### config.mk
export PLATFORM = sky130hd
export DESIGN_NAME = bch_decoder_input_dispatch
export DESIGN_NICKNAME = d
export VERILOG_FILES = /design/src/rtl/bch_decoder_input_dispatch.sv
export SDC_FILE = /design/constraint.sdc
export NUM_CORES = 1
export LEC_CHECK = 0
export CAP_MARGIN = 20
export CORE_ASPECT_RATIO = 0.9
export CORE_MARGIN = 10
export CORE_UTILIZATION = 27
export DETAILED_ROUTE_END_ITERATION = 7
export PLACE_DENSITY_LB_ADDON = 0.3
export SYNTH_ARGS = -nofsm -noshare
export SYNTH_HDL_FRONTEND = slang
export SYNTH_SLANG_ARGS = --single-unit
### constraint.sdc
create_clock -name iClock -period 3 [get_ports iClock]
set_clock_uncertainty 0.1 [all_clocks]
set_input_delay 0.6 -clock iClock [delete_from_list [all_inputs] [get_ports iClock]]
set_output_delay 0.6 -clock iClock [all_outputs]
set_load 0.1 [all_outputs]
### src/rtl/bch_decoder_input_dispatch.sv
// bch_decoder_input_dispatch
//   Accepts one ECC command at a time. Bypass traffic is forwarded unchanged.
//   Page and spare decodes are sliced into fixed-size chunks, and each chunk
//   is sent to a BCH decoder chosen round-robin from the available ones.
//   Spare chunks are zero-padded here before they reach the decoder.
//   Optional: define BCH_DISPATCH_LENCHECK_EN to add a sticky oLenError output.
//   It flags a source stream whose iSrcWriteLast does not line up with the
//   final source beat of the command.
module bch_decoder_input_dispatch #(
    parameter int AddressWidth       = 32,
    parameter int DataWidth          = 32,
    parameter int InnerIFLengthWidth = 16,
    parameter int NumDecoders        = 4,
    parameter int PageChunkBeats     = 64,
    parameter int PageChunks         = 32,
    parameter int SpareDataBeats     = 16,
    parameter int SparePadBeats      = 48
) (
    input  logic                          iClock,
    input  logic                          iReset,
    input  logic [4:0]                    iCmdSourceID,
    input  logic [4:0]                    iCmdTargetID,
    input  logic [5:0]                    iCmdOpcode,
    input  logic [1:0]                    iCmdType,
    input  logic [AddressWidth-1:0]       iCmdAddress,
    input  logic [InnerIFLengthWidth-1:0] iCmdLength,
    input  logic                          iCmdValid,
    output logic                          oCmdReady,
    output logic [4:0]                    oDstSourceID,
    output logic [4:0]                    oDstTargetID,
    output logic [5:0]                    oDstOpcode,
    output logic [1:0]                    oDstCmdType,
    output logic [AddressWidth-1:0]       oDstAddress,
    output logic [InnerIFLengthWidth-1:0] oDstLength,
    output logic                          oDstCmdValid,
    input  logic                          iDstCmdReady,
    input  logic [DataWidth-1:0]          iSrcWriteData,
    input  logic                          iSrcWriteValid,
    input  logic                          iSrcWriteLast,
    output logic                          oSrcWriteReady,
    output logic [DataWidth-1:0]          oBypassWriteData,
    output logic                          oBypassWriteValid,
    output logic                          oBypassWriteLast,
    input  logic                          iBypassWriteReady,
    output logic [DataWidth-1:0]          oDecWriteData,
    output logic                          oDecWriteLast,
    output logic [NumDecoders-1:0]        oDecWriteValid,
    input  logic [NumDecoders-1:0]        iDecWriteReady,
    input  logic [NumDecoders-1:0]        iDecAvailable,
    output logic [6:0]                    oChunkIndex,
    output logic                          oBusy
`ifdef BCH_DISPATCH_LENCHECK_EN
    ,
    output logic                          oLenError
`endif
);

    localparam int MaxA     = (PageChunkBeats > SpareDataBeats) ? PageChunkBeats : SpareDataBeats;
    localparam int MaxBeats = (MaxA > SparePadBeats) ? MaxA : SparePadBeats;
    localparam int BeatW    = (MaxBeats > 1) ? $clog2(MaxBeats) : 1;
    localparam int SelW     = (NumDecoders > 1) ? $clog2(NumDecoders) : 1;
    localparam bit PadEn    = (SparePadBeats > 0);

    localparam logic [BeatW-1:0] PageLast  = BeatW'(PageChunkBeats - 1);
    localparam logic [BeatW-1:0] SpareLast = BeatW'(SpareDataBeats - 1);
    localparam logic [BeatW-1:0] PadLast   = BeatW'(PadEn ? SparePadBeats - 1 : 0);
    localparam logic [6:0]       LastChunk = 7'(PageChunks - 1);
    localparam logic [SelW-1:0]  LastDec   = SelW'(NumDecoders - 1);

    typedef enum logic [3:0] {
        S_IDLE, S_BYP_CMD, S_BYP_TRF, S_ERR_CMD, S_PAGE_CMD, S_PAGE_SEL,
        S_PAGE_DATA, S_SPARE_SEL, S_SPARE_DATA, S_SPARE_PAD, S_SPARE_CMD
    } state_t;

    state_t                        state, state_nxt;
    logic [4:0]                    src_id, tgt_id;
    logic [5:0]                    opcode;
    logic [1:0]                    cmd_type;
    logic [AddressWidth-1:0]       address;
    logic [InnerIFLengthWidth-1:0] length;
    logic [SelW-1:0]               sel, rr, pick, cand;
    logic                          pick_found;
    logic [BeatW-1:0]              beat_cnt;
    logic [6:0]                    chunk_idx;

    logic cmd_acc, dec_rdy, data_acc, page_chunk_end, spare_data_end, pad_end;
    logic [SelW-1:0] rr_after_sel;

    assign cmd_acc        = iCmdValid && (state == S_IDLE);
    assign dec_rdy        = iDecWriteReady[sel];
    assign data_acc       = iSrcWriteValid && dec_rdy;
    assign page_chunk_end = (state == S_PAGE_DATA) && data_acc && (beat_cnt == PageLast);
    assign spare_data_end = (state == S_SPARE_DATA) && data_acc && (beat_cnt == SpareLast);
    assign pad_end        = (state == S_SPARE_PAD) && dec_rdy && (beat_cnt == PadLast);
    assign rr_after_sel   = (sel == LastDec) ? '0 : sel + SelW'(1);

    assign oCmdReady    = (state == S_IDLE);
    assign oBusy        = (state != S_IDLE);
    assign oDstSourceID = src_id;
    assign oDstTargetID = tgt_id;
    assign oDstOpcode   = opcode;
    assign oDstCmdType  = cmd_type;
    assign oDstAddress  = address;
    assign oDstLength   = length;
    assign oChunkIndex  = chunk_idx;

    // First available decoder at or after the round-robin pointer
    always_comb begin
        pick_found = 1'b0;
        pick       = '0;
        cand       = '0;
        for (int i = 0; i < NumDecoders; i++) begin
            cand = SelW'((int'(rr) + i) % NumDecoders);
            if (!pick_found && iDecAvailable[cand]) begin
                pick_found = 1'b1;
                pick       = cand;
            end
        end
    end

    // State register
    always_ff @(posedge iClock or negedge iReset) begin
        if (!iReset) state <= S_IDLE;
        else         state <= state_nxt;
    end

    // Next state and the combinational stream muxing
    always_comb begin
        state_nxt         = state;
        oDstCmdValid      = 1'b0;
        oSrcWriteReady    = 1'b0;
        oBypassWriteData  = '0;
        oBypassWriteValid = 1'b0;
        oBypassWriteLast  = 1'b0;
        oDecWriteData     = '0;
        oDecWriteLast     = 1'b0;
        oDecWriteValid    = '0;
        case (state)
            S_IDLE: begin
                if (iCmdValid) begin
                    case (iCmdType)
                        2'b00:   state_nxt = S_BYP_CMD;
                        2'b01:   state_nxt = S_PAGE_CMD;
                        2'b10:   state_nxt = S_SPARE_SEL;
                        default: state_nxt = S_ERR_CMD;
                    endcase
                end
            end
            S_BYP_CMD: begin
                oDstCmdValid = 1'b1;
                if (iDstCmdReady) state_nxt = (length == '0) ? S_IDLE : S_BYP_TRF;
            end
            S_BYP_TRF: begin
                oBypassWriteData  = iSrcWriteData;
                oBypassWriteValid = iSrcWriteValid;
                oBypassWriteLast  = iSrcWriteLast;
                oSrcWriteReady    = iBypassWriteReady;
                if (iSrcWriteValid && iSrcWriteLast && iBypassWriteReady) state_nxt = S_IDLE;
            end
            S_ERR_CMD: begin
                oDstCmdValid = 1'b1;
                if (iDstCmdReady) state_nxt = S_IDLE;
            end
            S_PAGE_CMD: begin
                oDstCmdValid = 1'b1;
                if (iDstCmdReady) state_nxt = S_PAGE_SEL;
            end
            S_PAGE_SEL: begin
                if (pick_found) state_nxt = S_PAGE_DATA;
            end
            S_PAGE_DATA: begin
                oDecWriteData       = iSrcWriteData;
                oDecWriteValid[sel] = iSrcWriteValid;
                oDecWriteLast       = (beat_cnt == PageLast);
                oSrcWriteReady      = dec_rdy;
                if (page_chunk_end) state_nxt = (chunk_idx == LastChunk) ? S_IDLE : S_PAGE_SEL;
            end
            S_SPARE_SEL: begin
                if (pick_found) state_nxt = S_SPARE_DATA;
            end
            S_SPARE_DATA: begin
                oDecWriteData       = iSrcWriteData;
                oDecWriteValid[sel] = iSrcWriteValid;
                oDecWriteLast       = !PadEn && (beat_cnt == SpareLast);
                oSrcWriteReady      = dec_rdy;
                if (spare_data_end) state_nxt = PadEn ? S_SPARE_PAD : S_SPARE_CMD;
            end
            S_SPARE_PAD: begin
                oDecWriteValid[sel] = 1'b1;
                oDecWriteLast       = (beat_cnt == PadLast);
                if (pad_end) state_nxt = S_SPARE_CMD;
            end
            S_SPARE_CMD: begin
                oDstCmdValid = 1'b1;
                if (iDstCmdReady) state_nxt = S_IDLE;
            end
            default: state_nxt = S_IDLE;
        endcase
    end

    // Command latch on acceptance
    always_ff @(posedge iClock or negedge iReset) begin
        if (!iReset) begin
            src_id   <= '0;
            tgt_id   <= '0;
            opcode   <= '0;
            cmd_type <= '0;
            address  <= '0;
            length   <= '0;
        end else if (cmd_acc) begin
            src_id   <= iCmdSourceID;
            tgt_id   <= iCmdTargetID;
            opcode   <= iCmdOpcode;
            cmd_type <= iCmdType;
            address  <= iCmdAddress;
            length   <= iCmdLength;
        end
    end

    // Decoder selection and round-robin advance at chunk end
    always_ff @(posedge iClock or negedge iReset) begin
        if (!iReset) begin
            sel <= '0;
            rr  <= '0;
        end else begin
            if ((state == S_PAGE_SEL || state == S_SPARE_SEL) && pick_found) sel <= pick;
            if (page_chunk_end || pad_end || (spare_data_end && !PadEn)) rr <= rr_after_sel;
        end
    end

    // Beat counter within the chunk and chunk index within the command
    always_ff @(posedge iClock or negedge iReset) begin
        if (!iReset) begin
            beat_cnt  <= '0;
            chunk_idx <= '0;
        end else begin
            if (cmd_acc) chunk_idx <= '0;
            else if (page_chunk_end) chunk_idx <= chunk_idx + 7'd1;

            if (cmd_acc || page_chunk_end || spare_data_end || pad_end)
                beat_cnt <= '0;
            else if (((state == S_PAGE_DATA || state == S_SPARE_DATA) && data_acc) ||
                     (state == S_SPARE_PAD && dec_rdy))
                beat_cnt <= beat_cnt + BeatW'(1);
        end
    end

`ifdef BCH_DISPATCH_LENCHECK_EN
    logic len_err, page_final;
    assign page_final = (chunk_idx == LastChunk) && (beat_cnt == PageLast);
    assign oLenError  = len_err;

    // Sticky mismatch between iSrcWriteLast and the command's final source beat
    always_ff @(posedge iClock or negedge iReset) begin
        if (!iReset)
            len_err <= 1'b0;
        else if (cmd_acc)
            len_err <= 1'b0;
        else if ((state == S_PAGE_DATA && data_acc && (iSrcWriteLast != page_final)) ||
                 (state == S_SPARE_DATA && data_acc && (iSrcWriteLast != (beat_cnt == SpareLast))))
            len_err <= 1'b1;
    end
`endif

endmodule

==> flow_summary_export.csv, run 1 <==
group,metric,value,unit
setup_path,startpoint_type,"flip-flop",
floorplanning,ios,261,
logic_synthesis,synth_cells,530,
cts,htreeDepth,3,
finish,diodes,0,
setup_path,cp.arrival,2.19,ns
logic_synthesis,synth_edf_count,0,
logic_synthesis,yosysWarnings,0,
floorplanning,die_w,156.9,um
global_route,antenna_found_initial,0,
logic_synthesis,syn-cell-area,0.004554,sq mm
finish,finalNonFillerCells,997,
setup_path,r2r_start,"state[2]",
logic_synthesis,ys_ff_latch,87,
sta,clock.fmax,346.4,MHz
hold_path,hold_class,"in -> async",
setup_path,crit_fanout,17,
setup_path,worst_setup_path_end_kind,"output port",
logic_synthesis,synth_fp_nets,652,
detailed_routing,dr.pass1.iters,4,
sta,final-hold-violation-count,0,
detailed_routing,totalWireLength,17890,um
placement,placedCellCount,980,
finish,final_nets,907,
setup_path,cp.required,2.30,ns
sta,worst_pin_slew,0.5818,ns
cts,cts_tree,"yes",
placement,hpwlAfterDp,14420,um
finish,multiInputGateArea,0.002280,sq mm
logic_synthesis,synth.top_cell.area_share,47.80,%
detailed_routing,viasPerCell,4.407,
finish,final_common_cell,"nand2_1",
setup_path,reg2reg_setup_slack,0.66,ns
sta,report.final.slew_viol_count,0,
floorplanning,die_area,0.02247,sq mm
sta,layout_min_cycle_time,2.887,ns
sta,rsz0062_at_grt,"no",
detailed_routing,drc,0,
finish,nFillCells,1510,
floorplanning,std_cell_rows,44,
setup_path,slowest_stage,"dfrtp_1",
cts,post_cts_resize_count,0,
logic_synthesis,ys_async_sr_fraction,100.0,%
detailed_routing,drt_iter0_markers,197,
global_route,grt_pass1_wl,26810,um
global_route,grt_usage,15.48,%
sta,max_slew_margin,61.21,%
sta,setup_violations,0,
finish,final_cell_mix,"205 x nand2_1, 111 x clkdlybuf4s50_1, 88 x buf_4",
cts,clk_latency,0.34,ns
global_route,grt_pass1_vias,4336,
logic_synthesis,synth_top_area_cell,"dfrtp_1",
setup_path,max_stage_delay,0.51,ns
global_route,grt-ovfl-total,0,
global_route,grt_max_degree,45,
setup_path,r2r-end,"state[0]",
sta,tns,0,ns
logic_synthesis,ys_types,53,
sta,min_period_over_period,96.22,%
finish,syn_to_final_growth,82.80,%
sta,whs,0.1475,ns
cts,cts-buffers-inserted,9,
floorplanning,core,0.01635,sq mm
placement,routabilityCongestion,0.7950,
setup_path,worstPathBufferInverterCount,2,
cts,hold_buffers,0,
detailed_routing,drtAntennaViolNets,0,
cts,post_cts_buffers,0,
cts,root_buffer,"clkbuf_16",
cts,cts_sinks,87,
setup_path,critical-path-top-delay-family,"flip-flops",
logic_synthesis,ys_seq_area_share,47.80,%
cts,clkTransAtPathRegs,0.07,ns
finish,seqCellArea,0.002177,sq mm
logic_synthesis,synth_area_leaders,"dfrtp_1 48%, nand2_1 17%, and2_1 10%",
setup_path,criticalPathCategory,"reg -> out",
finish,drive_above_1_share,28.86,%
floorplanning,die_height,143.2,um
floorplanning,start_util,27.85,%
detailed_routing,wl_per_cell,17.95,um
logic_synthesis,synth_ff_type,"dfrtp_1",
setup_path,path_depth,5,
status,status,"finished clean",
placement,port_buffers,260,
cts,clockBufferDepth,2,
detailed_routing,num_vias,4394,
setup_path,crit_chain,"or3b_4 -> a21oi_2 -> clkbuf_8 -> a22o_1 -> buf_12",
job,max_cap_violations,0,
setup_path,r2r_cells,6,
logic_synthesis,synth.avg_cell_area,8.593,sq um
## per-stage QoR
step                worst slack (ns)  utilization (%)  area, sq um
floorplan                    -0.1910                -         4604
global placement              0.2719            49.04         8019
detailed placement            0.2479            49.04         8019
CTS                          0.01692            50.81         8308
global route                 0.01216            50.92         8325
finish                        0.1133            50.92         8325
## state kept, by name (all words and copies together), names as in the netlist
name	cells
oDstCmdType	2
oDstTargetID	5
oDstSourceID	5
sel	2
oDstAddress	32
rr	2
oDstLength	16
oChunkIndex	7
oDstOpcode	6
beat_cnt	6
state	4
## synthesized netlist by cell type (2+ instances only)
cell type  number
a211o_1         2
a21oi_1        10
a22o_1          2
and2_1         74
and3_1          3
and4_1          2
buf_2           5
clkbuf_1       24
dfrtp_1        87
ha_1            9
inv_1           9
mux2_2          2
mux2_4          3
mux2i_1         2
nand2_1       206
nand2b_1        2
nand3_1         8
nand4_1         8
nor2_1         17
nor2b_1         2
nor3b_1         2
nor4_1          5
nor4bb_1        2
o21ai_0         7
o21ai_1         2
o31ai_1         3
xor2_1          6
## cells by family (layout without fill, tap and decap cells)
| group | count (synthesis) | in the layout | synth area share, % |
|---|---|---|---|
| simple gates | 342 | 342 | 35.69 |
| flops | 87 | 87 | 47.80 |
| buf+inv | 40 | 300 | 3.599 |
| compound gates | 36 | 36 | 6.429 |
| fa+ha+maj | 9 | 9 | 2.473 |
| mux | 9 | 9 | 2.665 |
| xor+xnor | 7 | 7 | 1.346 |
## worst reg2reg max path, stage by stage (launching register included)
cell and delay (ns):
dfrtp_1 0.56, buf_4 0.24, nor4bb_1 0.07, a211o_1 0.35
a2111oi_4 0.43, o21ai_2 0.16, mux2_4 0.32
## worst max path at each step
stage / from / endpoint / slack (ns)
6_report: state[2] / oSrcWriteReady / 0.11
3_3_place_gp: iDecWriteReady[2] / oSrcWriteReady / 0.27
3_5_place_dp: iSrcWriteValid / oDecWriteValid[3] / 0.25
2_1_floorplan: state[2] / oBusy / -0.19
5_1_grt: state[2] / oDecWriteData[8] / 0.01
4_1_cts: state[2] / oSrcWriteReady / 0.02
## routing by layer
layer / share of wire [%] / global-route usage (%) / wire (um) / vias to the layer above
met2: 52 / 26.42 / 9283 / 119
met1: 40 / 18.01 / 7104 / 2047
li1: - / - / - / 2212
met3: 7.4 / 5.856 / 1324 / 16
met5: 0 / 0 / 0 / -
met4: 1.0 / 3.573 / 182 / 0
## area by class of cell
class	instances	area share [%]
timing repair buffer	275	39.48
multi-input combinational	403	27.38
sequential	87	26.15
tap	207	3.111
clock buffer	11	3.036
clock inverter	5	0.4358
inverter	9	0.4058
Power of run 1 is left out: the tool's default activity adds up to more than one toggle a clock period on the data nets, which glitch-free logic cannot reach.
==> inputs of run 2 (changes only) <==
==> constraint.sdc (replaced) <==
create_clock -name iClock -period 3 [get_ports iClock]
set_clock_uncertainty 0.1 [all_clocks]
set_input_delay 0.75 -clock iClock [delete_from_list [all_inputs] [get_ports iClock]]
set_output_delay 0.75 -clock iClock [all_outputs]
set_load 0.1 [all_outputs]
==> run 2 against run 1 <==
  * Routed wire length increased by 0.69%
  * Maximum frequency decreased by 0.30%
  * Sequential share of layout area down 0.19 points
  * Count of clock-buffer cells in the layout is 2 lower
  * Cell area rose by 0.80%
  * Register-to-register slack lost 0.04 ns
  * Critical endpoint unchanged
  * Utilization grew 0.41 points
  * Worst setup slack got worse by 0.0085 ns
  * First-iteration DRC count is 8.6% higher
  * Worst hold slack gained 0.14 ns
==> flow_summary_export.csv, run 2 (same netlist as run 1, synthesis figures left out) <==
group,metric,value,unit
status,status,"finished clean",
finish,nFillCells,1510,
floorplanning,die_height,143.2,um
detailed_routing,num_vias,4433,
sta,layout_min_cycle_time,2.895,ns
detailed_routing,drtAntennaViolNets,0,
placement,hpwlAfterDp,14760,um
cts,clk_latency,0.34,ns
floorplanning,ios,261,
floorplanning,die_area,0.02247,sq mm
setup_path,cp.arrival,2.05,ns
floorplanning,start_util,27.85,%
sta,clock.fmax,345.4,MHz
sta,max_slew_margin,63.34,%
cts,post_cts_buffers,0,
setup_path,startpoint_type,"input pin",
global_route,grt_usage,15.78,%
cts,cts-buffers-inserted,9,
sta,tns,0,ns
finish,largest_reg_flops,32,
finish,diodes,0,
sta,rsz0062_at_grt,"no",
setup_path,cp.required,2.15,ns
global_route,grt_pass1_vias,4558,
detailed_routing,wl_per_cell,18.02,um
job,max_cap_violations,0,
finish,syn_to_final_growth,84.26,%
cts,cts_sinks,87,
setup_path,crit_fanout,2,
cts,cts_tree,"yes",
sta,worst_pin_slew,0.5499,ns
finish,drive_above_1_share,29.26,%
placement,placedCellCount,984,
detailed_routing,dr.pass1.iters,6,
finish,final_common_cell,"nand2_1",
detailed_routing,viasPerCell,4.433,
setup_path,max_stage_delay,0.49,ns
detailed_routing,totalWireLength,18020,um
setup_path,slowest_stage,"mux4_2",
finish,final_cell_mix,"205 x nand2_1, 111 x clkdlybuf4s50_1, 88 x buf_4",
detailed_routing,drt_iter0_markers,214,
cts,clockBufferDepth,2,
setup_path,worst_setup_path_end_kind,"output port",
cts,clkTransAtPathRegs,0.07,ns
placement,place_area,0.008107,sq mm
floorplanning,std_cell_rows,44,
global_route,antenna_found_initial,1,
floorplanning,die_w,156.9,um
sta,setup_ws,0.1047,ns
global_route,grt-ovfl-total,0,
detailed_routing,drc,0,
global_route,grt_pass1_wl,27340,um
finish,final_nets,910,
sta,min_period_over_period,96.51,%
global_route,grt_max_degree,50,
cts,root_buffer,"clkbuf_16",
sta,setup_violations,0,
placement,dp_slack,0.1033,ns
setup_path,criticalPathCategory,"in -> out",
sta,final-hold-violation-count,0,
placement,port_buffers,260,
floorplanning,core,0.01635,sq mm
setup_path,critical-path-top-delay-family,"buffers and inverters",
sta,report.final.slew_viol_count,0,
setup_path,crit_path_start,"iDecWriteReady[3]",
finish,final_cell_area,0.008392,sq mm
hold_path,hold_class,"in -> async",
setup_path,crit_chain,"clkdlybuf4s50_1 -> mux4_2 -> a22o_1 -> buf_12",
cts,htreeDepth,3,
finish,finalNonFillerCells,1000,
setup_path,worstPathBufferInverterCount,2,
setup_path,r2r_start,"state[0]",
placement,routabilityCongestion,0.7983,
[run 2: per-layer routing]
layer / vias up / global-route usage, % / wire, um
met5: - / 0 / 14
met4: 2 / 3.871 / 204
met3: 17 / 5.465 / 1269
met2: 128 / 27.45 / 9439
met1: 2071 / 18.17 / 7088
li1: 2215 / - / -
[run 2: area by class of cell]
class / instances / area (sq um) / share of cell area [%]
clock buffers: 9 / 225.2 / 2.684
clock inverters: 7 / 55.05 / 0.6560
inverters: 9 / 33.78 / 0.4026
multi-input cells: 403 / 2287 / 27.26
flip-flops and latches: 87 / 2178 / 25.96
well taps: 207 / 259.0 / 3.086
repair buffers: 278 / 3353 / 39.96
[run 2: final timing paths]
path | slack, ns | end | depth (start not counted)
hold / removal | 0.29 | oDstOpcode[2] | 1
setup reg to reg | 0.62 | state[1] | 6
max in group asynchronous | 1.86 | state[3] | 2
setup / recovery | 0.10 | oSrcWriteReady | 4
hold reg to reg | 0.38 | oDstAddress[30] | 2
min in group iClock | 0.38 | oDstAddress[30] | 2
[run 2: what timing repair did]
item                       in CTS  in global routing
setup endpoints to repair      33                 33
resized for setup               1                  1
hold buffers                    0                  0
[run 2: metrics by stage]
stage,hold WS (ns),utilization (%)
2_1_floorplan,0.3544,-
3_3_place_gp,0.3597,49.58
3_5_place_dp,0.3633,49.58
4_1_cts,0.2911,51.30
5_1_grt,0.3050,51.32
6_report,0.2856,51.32
Power of run 2 is left out for the same reason.
